$ cat config.mk
export PLATFORM = sky130hd
export DESIGN_NAME = gpio_irq_ctrl
export DESIGN_NICKNAME = d
export VERILOG_FILES = /design/src/rtl/gpio_irq_ctrl.sv
export SDC_FILE = /design/constraint.sdc
export NUM_CORES = 1
export LEC_CHECK = 0
export CORE_MARGIN = 4
export CORE_UTILIZATION = 25
export DETAILED_ROUTE_END_ITERATION = 7
export PLACE_DENSITY = 0.57
export SLEW_MARGIN = 30
export SYNTH_ARGS = -nofsm -noshare
export SYNTH_HDL_FRONTEND = slang
export SYNTH_SLANG_ARGS = --single-unit
$ cat constraint.sdc
create_clock -name clk -period 6.4 [get_ports clk]
set_clock_uncertainty 0.05 [all_clocks]
set_input_delay 1.28 -clock clk [delete_from_list [all_inputs] [get_ports clk]]
set_output_delay 1.28 -clock clk [all_outputs]
set_load 0.03 [all_outputs]
$ cat src/rtl/gpio_irq_ctrl.sv
// GPIO external-interrupt controller: latches edge pulses into pending bits,
// masks and arbitrates them (fixed or round-robin), and drives a single
// registered request to the core with a claim / end-of-interrupt handshake.
module gpio_irq_ctrl #(
  parameter int NIRQ = 16,
  parameter int IDW  = 4
) (
  input  logic            clk,
  input  logic            rst_n,
  input  logic [7:0]      waddr_i,
  input  logic [31:0]     data_i,
  input  logic [3:0]      sel_i,
  input  logic            we_i,
  input  logic [7:0]      raddr_i,
  input  logic            rd_i,
  output logic [31:0]     data_o,
  input  logic [NIRQ-1:0] irq_i,
  output logic            irq_o,
  output logic [IDW-1:0]  irq_id_o
);

  localparam logic [7:0] ADDR_CTRL  = 8'h00;
  localparam logic [7:0] ADDR_IEN   = 8'h04;
  localparam logic [7:0] ADDR_IPD   = 8'h08;
  localparam logic [7:0] ADDR_CLAIM = 8'h0C;
  localparam logic [7:0] ADDR_EOI   = 8'h10;

  localparam logic [IDW:0]   NIRQ_W  = (IDW+1)'(NIRQ);
  localparam logic [IDW-1:0] LAST_ID = IDW'(NIRQ - 1);

  typedef enum logic [1:0] {IDLE, REQ, SERV} state_t;

  state_t          state_reg, state_next;
  logic [1:0]      ctrl_reg;
  logic [NIRQ-1:0] ien_reg;
  logic [NIRQ-1:0] ipd_reg, ipd_next;
  logic [IDW-1:0]  rr_ptr_reg, rr_ptr_next;
  logic [IDW-1:0]  cur_id_reg, cur_id_next;
  logic            irq_reg;
  logic [IDW-1:0]  irq_id_reg;
  logic [31:0]     data_reg;

  logic            gie, rr_mode;
  logic            wr_ctrl, wr_ien, wr_ipd, wr_eoi, rd_claim;
  logic            eoi_match;
  logic [NIRQ-1:0] elig, w1c_mask, claim_mask;
  logic [IDW-1:0]  start_ptr, win_id;
  logic            win_found;
  logic            claim_ok, abandon;
  logic [31:0]     rdata;

  // Byte enables and the upper data bits carry no meaning for this block.
  logic unused_bits;
  assign unused_bits = ^{sel_i, data_i[31:NIRQ]};

  assign gie       = ctrl_reg[0];
  assign rr_mode   = ctrl_reg[1];
  assign wr_ctrl   = we_i && (waddr_i == ADDR_CTRL);
  assign wr_ien    = we_i && (waddr_i == ADDR_IEN);
  assign wr_ipd    = we_i && (waddr_i == ADDR_IPD);
  assign wr_eoi    = we_i && (waddr_i == ADDR_EOI);
  assign rd_claim  = rd_i && (raddr_i == ADDR_CLAIM);
  assign eoi_match = (data_i[IDW-1:0] == cur_id_reg);
  assign elig      = ipd_reg & ien_reg;
  assign w1c_mask  = wr_ipd ? data_i[NIRQ-1:0] : '0;
  assign claim_mask = claim_ok ? ({{(NIRQ-1){1'b0}}, 1'b1} << cur_id_reg) : '0;
  assign start_ptr = rr_mode ? rr_ptr_reg : '0;

  // Pending bits: a new pulse always wins over a same-cycle clear.
  for (genvar gi = 0; gi < NIRQ; gi++) begin : g_ipd
    assign ipd_next[gi] = irq_i[gi] | (ipd_reg[gi] & ~w1c_mask[gi] & ~claim_mask[gi]);
  end

  // Arbiter: first eligible line found scanning upward from start_ptr, with wrap.
  always_comb begin
    logic [IDW:0] cand;
    win_found = 1'b0;
    win_id    = '0;
    for (int k = 0; k < NIRQ; k++) begin
      cand = {1'b0, start_ptr} + (IDW+1)'(k);
      if (cand >= NIRQ_W) cand = cand - NIRQ_W;
      if (!win_found && elig[cand[IDW-1:0]]) begin
        win_found = 1'b1;
        win_id    = cand[IDW-1:0];
      end
    end
  end

  // FSM next state, claim acceptance, abandon detection and rr pointer update.
  always_comb begin
    state_next  = state_reg;
    cur_id_next = cur_id_reg;
    rr_ptr_next = rr_ptr_reg;
    claim_ok    = 1'b0;
    abandon     = 1'b0;
    case (state_reg)
      IDLE: begin
        if (gie && win_found) begin
          cur_id_next = win_id;
          state_next  = REQ;
        end
      end
      REQ: begin
        abandon = !gie || !ipd_reg[cur_id_reg] || !ien_reg[cur_id_reg];
        if (abandon) begin
          state_next = IDLE;
        end else if (rd_claim) begin
          claim_ok   = 1'b1;
          state_next = SERV;
        end
      end
      SERV: begin
        if (wr_eoi && eoi_match) begin
          state_next = IDLE;
          if (rr_mode) rr_ptr_next = (cur_id_reg == LAST_ID) ? '0 : cur_id_reg + 1'b1;
        end
      end
      default: state_next = IDLE;
    endcase
  end

  // Read data mux; a claim only reports valid when it is actually accepted.
  always_comb begin
    rdata = '0;
    case (raddr_i)
      ADDR_CTRL:  rdata = {30'b0, ctrl_reg};
      ADDR_IEN:   rdata = {{(32-NIRQ){1'b0}}, ien_reg};
      ADDR_IPD:   rdata = {{(32-NIRQ){1'b0}}, ipd_reg};
      ADDR_CLAIM: if (claim_ok) rdata = {1'b1, {(31-IDW){1'b0}}, cur_id_reg};
      default:    rdata = '0;
    endcase
  end

  // Control/status registers, FSM state and registered outputs.
  always_ff @(posedge clk or negedge rst_n) begin
    if (!rst_n) begin
      state_reg  <= IDLE;
      ctrl_reg   <= '0;
      ien_reg    <= '0;
      ipd_reg    <= '0;
      rr_ptr_reg <= '0;
      cur_id_reg <= '0;
      irq_reg    <= 1'b0;
      irq_id_reg <= '0;
      data_reg   <= '0;
    end else begin
      state_reg  <= state_next;
      ipd_reg    <= ipd_next;
      rr_ptr_reg <= rr_ptr_next;
      cur_id_reg <= cur_id_next;
      irq_reg    <= (state_reg == REQ) && !abandon && !claim_ok;
      irq_id_reg <= cur_id_reg;
      if (wr_ctrl) ctrl_reg <= data_i[1:0];
      if (wr_ien)  ien_reg  <= data_i[NIRQ-1:0];
      if (rd_i)    data_reg <= rdata;
    end
  end

  assign data_o   = data_reg;
  assign irq_o    = irq_reg;
  assign irq_id_o = irq_id_reg;

endmodule

Word level (Yosys, flattened, before mapping)
Cells that the tools add are included.
{"block": "classes", "n_reduce_logical": 52, "n_lt_le_gt_ge": 33, "mux": 99, "n_bitwise": 81, "shifts": 1, "n_eq_ne": 13, "n_addsub": 32}
{"operator": "4-bit 2-to-1 mux", "count": 34}
{"operator": "32-bit case mux with 4 select lines", "count": 1}
{"operator": "4-bit by 5-bit less-than comparator with 1-bit output (second input constant)", "count": 17}
{"operator": "5-bit >= comparator (second input constant)", "count": 15}
{"operator": "1-bit binary-select mux with 4-bit select", "count": 18}
{"operator": "4-bit by 1-bit subtractor with 4-bit output (second input constant)", "count": 16}
{"operator": "4-bit by 4-bit adder with 5-bit output (second input constant)", "count": 8}
{"operator": "1-bit 2-to-1 mux", "count": 38}
{"operator": "1-bit AND", "count": 32}
{"operator": "16-bit 2-to-1 mux", "count": 2}
{"operator": "32-bit 2-to-1 mux", "count": 1}
{"operator": "1-bit NOT", "count": 32}
{"operator": "8-bit by 4-bit equality test with 1-bit output (second input constant)", "count": 3}
{"operator": "1-bit logical AND", "count": 24}
{"operator": "4-bit by 3-bit adder with 5-bit output (second input constant)", "count": 4}
{"operator": "1-bit zero test", "count": 20}
{"operator": "16-bit AND", "count": 1}
{"operator": "8-bit by 3-bit equality test with 1-bit output (second input constant)", "count": 2}
{"operator": "8-bit zero test", "count": 2}
{"operator": "1-bit OR", "count": 16}
{"operator": "1-bit by 4-bit left shift with 16-bit output (first input constant)", "count": 1}
{"operator": "4-bit by 2-bit adder with 5-bit output (second input constant)", "count": 2}
{"operator": "8-bit by 5-bit equality test with 1-bit output (second input constant)", "count": 1}
{"operator": "2-bit 2-to-1 mux", "count": 4}
{"operator": "14 further kinds", "count": 17}
{"block": "word_totals", "out_inout_bits": 37, "ff_bits": 81, "inputBits": 72, "word_cells": 320}

Longest topological paths before layout
Gate-level depths: netlist of the first run.
{"block": "logic_depth", "depth_word": 54, "depth_mapped": 17, "depth_no_buf": 12}

Worst setup path before layout of the first run
Ideal clock, no wire load.
{"block": "synth_path", "path_kind": "register -> register", "start": "register ctrl_reg[1]", "end": "register cur_id_reg[1]", "setup_time_ns": 0.120, "t_required_ns": 6.230, "setup_slack_ns": 1.675, "n_path_buf": 4, "path_stages_with_launch": 17, "arrival_ns": 4.554, "synth_period_minus_slack_ns": 4.725, "cell_sequence": "dfrtp_1 buf_4 buf_4 and2_1 clkbuf_1 inv_1 clkbuf_1 ha_1 xnor2_1 mux4_2 mux2_2 a2111oi_4 nand4b_4 nor4_4 nand2_2 or4_1 o211a_1"}
{"block": "synth_between", "elab_chain_cells": 53, "word_cells_on_any_way": 160, "cone_classes": "31 x add/sub; 16 x order compare; 81 x mux; 32 x reduce/logical"}
{"item": "start, declared", "line_no": "34", "rtl": "logic [1:0] ctrl_reg;"}
{"item": "start signal, assigned", "line_no": "153", "rtl": "if (wr_ctrl) ctrl_reg <= data_i[1:0];"}
{"item": "4-bit 2-to-1 mux *", "line_no": "67", "rtl": "assign start_ptr = rr_mode ? rr_ptr_reg : '0;"}
{"item": "branches (longest 52 deep; another with 4-bit by 1-bit adder with 5-bit output)"}
{"item": "end signal, assigned", "line_no": "150", "rtl": "cur_id_reg <= cur_id_next;"}
{"item": "end, declared", "line_no": "38", "rtl": "logic [IDW-1:0] cur_id_reg, cur_id_next;"}
Every way passes the cells marked *. The select of a mux whose other input is x is not followed.
A chain may end at the register's enable or synchronous reset.

Final worst setup path of the first run
Same ends and word-level chain as after synthesis.

==> reports/summary.txt, run 1 <==
Die Y - 158 um
DRT Wirelength - 18.1 mm
NetSw - 425 uW
Syn avg cell area - 9.45 um^2
Gp weighted congestion - 0.916
DRC - 0
CTS resizes - 0
Layout area overhead - 22.9%
Number of post-CTS setup repair buffers - 0
Vias/cell - 5.42
Status - finished clean
Top cells by area, synth - dfrtp_1, mux2_2, mux2i_1
Clk_lat worst skew - 0.33 ns
Required time at the worst-slack endpoint - 6.57 ns
Synth area leader - dfrtp_1
Worst slew pin tran - 0.930 ns
Global-route wire length before repair - 28.7 mm
Yosys cell types - 78
Tmin final - 5.19 ns
Number of flops mapped to enable cells by yosys - 0
Max Clk Rate - 193 MHz
Root buf cell - clkbuf_16
Leakage - 0.00263 uW
Final Core Density - 0.314
CTS H-Tree Depth - 3
Total track usage - 0.146
Crit path max-delay cell type - dfrtp_1
Final hold viol count - 0
Hold path start - data_o[31]$_DFFE_PN0P_
Crit path kind - flop to flop
Sequential cell area fraction in the yosys report - 0.295
Core area - 21900 um^2
Worst path buffer plus inverter count - 2
Gate count of the mapped netlist - 592
Unrepaired setup endpoints after global routing - no
Max Cap Viol - 0
Netlist Area Pre-Place - 5600 um^2
Critical Path Sink Type - flop
Slew headroom - 0.375
Max reg flops - 17
Die width - 158 um
I/O pin cnt - 109
Row cnt - 54
Synth top area share - 0.295
R2R Path Start - ctrl_reg[1]$_DFFE_PN0P_
Comb pwr share - 0.248
Placed Area - 6560 um^2
Final setup fails - 0
CTS tree - done
Multi-input gate area - 3720 um^2
Primary FF master, synth - dfrtp_1
Post-route ant nets - 0
Cts bufs inserted - 9
IO Port Bufs - 73
CP max FO - 19
CP max stage delay - 0.82 ns
Diode count - 0
Nets - 737
Crit path from - ctrl_reg[1]$_DFFE_PN0P_
Crit path max-delay family - simple AND/OR/NAND/NOR gates
Hold/Removal Path Class - flop to flop
Grt total ovfl - 0
Fillers - 2326
Via count - 5113
Most common cell after layout, fill and taps aside - nand2_1
Initial antenna violation count - 0
Sequential cell area - 1650 um^2
Fin. max-slew vios - 0
Share of layout cells above drive strength 1 - 0.172
Asr flop ratio synth - 1.00
Worst-path cell chain - and2_1, buf_4, inv_1, ha_1, xnor2_1, mux4_2, mux2_2, a2111oi_4, nand4b_4, nor4_4, nand2_2, or4_1, o211a_1
Initial Util - 0.256
Clk slew on worst S/H paths - 0.06 ns
Largest net degree at the start of global routing - 67
Post-route cell area - 6880 um^2
Net Sw Frac - 0.314
Wirelength per Cell - 19.2 um
CP arrival - 5.36 ns
VDD IR max - 0.121 mV
# hold bufs at CTS - 0
Number of global-route vias before repair - 5025
Setup crit start kind - flop
Final HPWL DP - 13.9 mm
Commonest cells after routing, fill and taps aside - nand2_1, clkdlybuf4s50_1, dfrtp_1, mux2i_1, mux2_2
Yosys reg bits - 66
Synth Warn # - 0
Pwr/cell area - 197 nW/um^2
Die area - 24800 um^2
Initial DRC count - 427
DR pass1 iterations - 5
Pint - 930 uW
Setup total negative slack - 0 ns
Clk pwr share - 0.390
Flop pwr share - 0.362
Num Clock Sinks - 66
CTS max path bufs - 2
Part of the cycle the worst path needs - 0.811
[metrics by stage]
step                hold slack [ns]  setup slack, ns  std cells  total power, uW
floorplan                     0.328             1.68        606              703
global placement              0.414             1.28        927              831
detailed placement            0.422             1.28        927              831
CTS                           0.439             1.26        943             1360
global route                  0.453            0.777        943             1420
finish                        0.436             1.21        943             1360
[path summary, 6_finish.rpt]
| path | to | slack [ns] | cells after the start |
|---|---|---|---|
| max in group asynchronous | cur_id_reg[3]$_DFFE_PN0P_ | 4.67 | 2 |
| setup reg to reg | cur_id_reg[1]$_DFFE_PN0P_ | 1.21 | 13 |
| hold / removal | data_o[31]$_DFFE_PN0P_ | 0.44 | 1 |
| setup / recovery | cur_id_reg[1]$_DFFE_PN0P_ | 1.21 | 13 |
| hold reg to reg | data_o[31]$_DFFE_PN0P_ | 0.44 | 1 |
| min in group asynchronous | data_o[1]$_DFFE_PN0P_ | 1.09 | 2 |
[power groups by stage]
| stage | clock network [uW] | logic, uW | registers [uW] |
|---|---|---|---|
| after CTS | 540 | 336 | 489 |
| after detailed placement | 0 | 335 | 496 |
| after global placement | 0 | 335 | 497 |
| after global routing | 556 | 366 | 495 |
| final | 529 | 336 | 490 |
| after floorplan | 0 | 220 | 484 |
[Yosys cell counts, types with 3 or more instances]
| library cell | number |
|---|---|
| mux4_2 | 18 |
| a211o_1 | 3 |
| xnor2_1 | 8 |
| nand3_1 | 17 |
| mux2_2 | 39 |
| nand2_1 | 85 |
| mux2i_1 | 42 |
| buf_2 | 6 |
| a31o_2 | 17 |
| dfrtp_1 | 66 |
| a221o_1 | 3 |
| o2111ai_1 | 5 |
| o211ai_1 | 5 |
| ha_1 | 7 |
| a21o_1 | 5 |
| nor4b_1 | 5 |
| nor2b_1 | 3 |
| nor2_1 | 25 |
| xor2_1 | 4 |
| nand4_1 | 11 |
| buf_4 | 17 |
| inv_1 | 9 |
| nor3_1 | 8 |
| a21oi_1 | 14 |
| nor4_1 | 4 |
| o21ai_1 | 6 |
| and2_1 | 9 |
| nand3b_1 | 3 |
| o21ai_0 | 22 |
| a22oi_1 | 14 |
| a221oi_1 | 4 |
| o2bb2ai_1 | 14 |
| clkbuf_1 | 15 |
| o221ai_1 | 6 |
| nand2b_1 | 5 |
| a31oi_1 | 8 |
| a21boi_0 | 3 |
[logic make-up after synthesis]
logic type / share of synthesized area
buf+inv: 0.0510
mux: 0.228
flops: 0.295
other cells: 0.000670
xor+xnor: 0.0217
fa+ha+maj: 0.0156
compound gates: 0.209
simple gates: 0.179
[layout make-up]
type | count | area share
repair buffers | 83 | 0.116
flip-flops and latches | 66 | 0.240
well taps | 280 | 0.0509
clock buffers | 10 | 0.0333
multi-input cells | 487 | 0.540
inverters | 11 | 0.00600
clock inverters | 6 | 0.0129
[routing by layer]
layer / wire (um) / GRT usage
met1: 8350 / 0.211
met2: 8460 / 0.231
met3: 1070 / 0.0262
met4: 200 / 0.0270
met5: 0 / 0
Power figures use the tool's default switching activity.
==> run 2, diff against run 1 <==
==> constraint.sdc (replaced) <==
create_clock -name clk -period 5.3 [get_ports clk]
set_clock_uncertainty 0.05 [all_clocks]
set_input_delay 1.06 -clock clk [delete_from_list [all_inputs] [get_ports clk]]
set_output_delay 1.06 -clock clk [all_outputs]
set_load 0.03 [all_outputs]
==> run 2 against run 1 <==
Sequential share of layout area shrank 0.15 points. Clock power rose by 12%. Power is 18% higher. Final cell count is 0.85% higher. Sequential power up 15%. Non-clock buffer count grew 9. Final area is 0.62% higher. First-iteration DRC count is 31% higher. Highest routed layer unchanged.
==> reports/summary.txt, run 2 (synthesized netlist as in run 1, its figures left out) <==
Diode count - 0
CTS H-Tree Depth - 3
Total track usage - 0.148
Global-route wire length before repair - 29.2 mm
Number of global-route vias before repair - 5068
CP max stage delay - 0.67 ns
Critical Path Sink Type - flop
Initial DRC count - 559
CP arrival - 4.68 ns
Setup crit start kind - flop
Post-route ant nets - 0
DR pass1 iterations - 5
Final hold viol count - 0
Commonest cells after routing, fill and taps aside - nand2_1, clkdlybuf4s50_1, dfrtp_1, mux2i_1, mux2_2
Num Clock Sinks - 66
Core area - 21900 um^2
Crit path max-delay cell type - nor4b_1
Die width - 158 um
Clk slew on worst S/H paths - 0.05 ns
Wirelength per Cell - 19.1 um
Nets - 746
Part of the cycle the worst path needs - 0.852
I/O pin cnt - 109
CTS max path bufs - 2
Tmin final - 4.52 ns
Slew headroom - 0.414
Final setup fails - 0
VDD IR max - 0.167 mV
Pwr/cell area - 232 nW/um^2
Cts bufs inserted - 9
Row cnt - 54
Reg2Reg Setup Slack - 0.78 ns
Hold path start - data_o[31]$_DFFE_PN0P_
Clk_lat worst skew - 0.33 ns
Share of layout cells above drive strength 1 - 0.183
Die Y - 158 um
IO Port Bufs - 73
Min Hold Slack - 0.433 ns
Power consumption - 1600 uW
Fin. max-slew vios - 0
CP max FO - 14
# hold bufs at CTS - 0
Crit path max-delay family - multiplexers
Max Cap Viol - 0
Root buf cell - clkbuf_16
Most common cell after layout, fill and taps aside - nand2_1
Post-route cell area - 6920 um^2
Initial Util - 0.256
DRC - 0
DRT Wirelength - 18.2 mm
Worst Hold Endpoint - data_o[31]$_DFFE_PN0P_
Initial antenna violation count - 0
Final HPWL DP - 14.4 mm
Largest net degree at the start of global routing - 51
Hold/Removal Path Class - flop to flop
Max reg flops - 17
Unrepaired setup endpoints after global routing - no
Status - finished clean
Crit path kind - flop to flop
Worst path buffer plus inverter count - 2
Die area - 24800 um^2
Via count - 5194
Grt total ovfl - 0
R2R Path Start - ctrl_reg[1]$_DFFE_PN0P_
Placed Area - 6630 um^2
CTS resizes - 0
Leakage - 0.00266 uW
Final Core Density - 0.316
Gp weighted congestion - 0.934
Number of post-CTS setup repair buffers - 0
RR Endpoint - cur_id_reg[1]$_DFFE_PN0P_
Required time at the worst-slack endpoint - 5.46 ns
Vias/cell - 5.46
Worst-path cell chain - buf_4, nand2b_1, mux2i_2, buf_4, mux2_2, mux4_2, a211oi_2, nand4b_4, nor4b_1, o21bai_1, o211ai_1, o211a_1
Hold Path Stages - 1
Max Clk Rate - 221 MHz
Setup total negative slack - 0 ns
Worst slew pin tran - 0.878 ns
CTS tree - done
Reg2Reg Depth - 12
Layout area overhead - 23.7%
Most used cell, CP - buf_4
## run 2: area by class of cell
cell class	instances	area, um^2
Fill cell	2325	15000
Sequential cell	66	1650
Multi-Input combinational cell	487	3720
Timing Repair Buffer	92	868
Clock inverter	6	67.6
Clock buffer	9	225
Inverter	11	41.3
Tap cell	280	350
## run 2: worst max path at each step
stage | startpoint | end | slack, ns | cells after the start
after global placement | ctrl_reg[1]$_DFFE_PN0P_ | cur_id_reg[1]$_DFFE_PN0P_ | 0.91 | 12
after floorplan | ctrl_reg[1]$_DFFE_PN0P_ | cur_id_reg[1]$_DFFE_PN0P_ | 0.58 | 16
after global routing | ctrl_reg[1]$_DFFE_PN0P_ | cur_id_reg[1]$_DFFE_PN0P_ | 0.56 | 12
final | ctrl_reg[1]$_DFFE_PN0P_ | cur_id_reg[1]$_DFFE_PN0P_ | 0.78 | 12
after CTS | ctrl_reg[1]$_DFFE_PN0P_ | cur_id_reg[1]$_DFFE_PN0P_ | 0.85 | 12
after detailed placement | ctrl_reg[1]$_DFFE_PN0P_ | cur_id_reg[1]$_DFFE_PN0P_ | 0.87 | 12
## run 2: metal layers
layer  vias to the layer above  track usage  routed length [um]
met2                       226        0.231                8330
met3                        28       0.0279                1120
met1                      2544        0.214                8430
li1                       2396            -                   -
met4                         0       0.0348                 324
met5                         -            0                   0
## run 2: metrics by stage
step	instances	setup slack (ns)
floorplan	606	0.575
global placement	936	0.912
detailed placement	936	0.874
CTS	951	0.851
global route	951	0.561
finish	951	0.784
## run 2: report_power, final
part | internal (uW) | switching, uW
clock network | 363 | 227
logic | 188 | 262
registers | 534 | 30.3
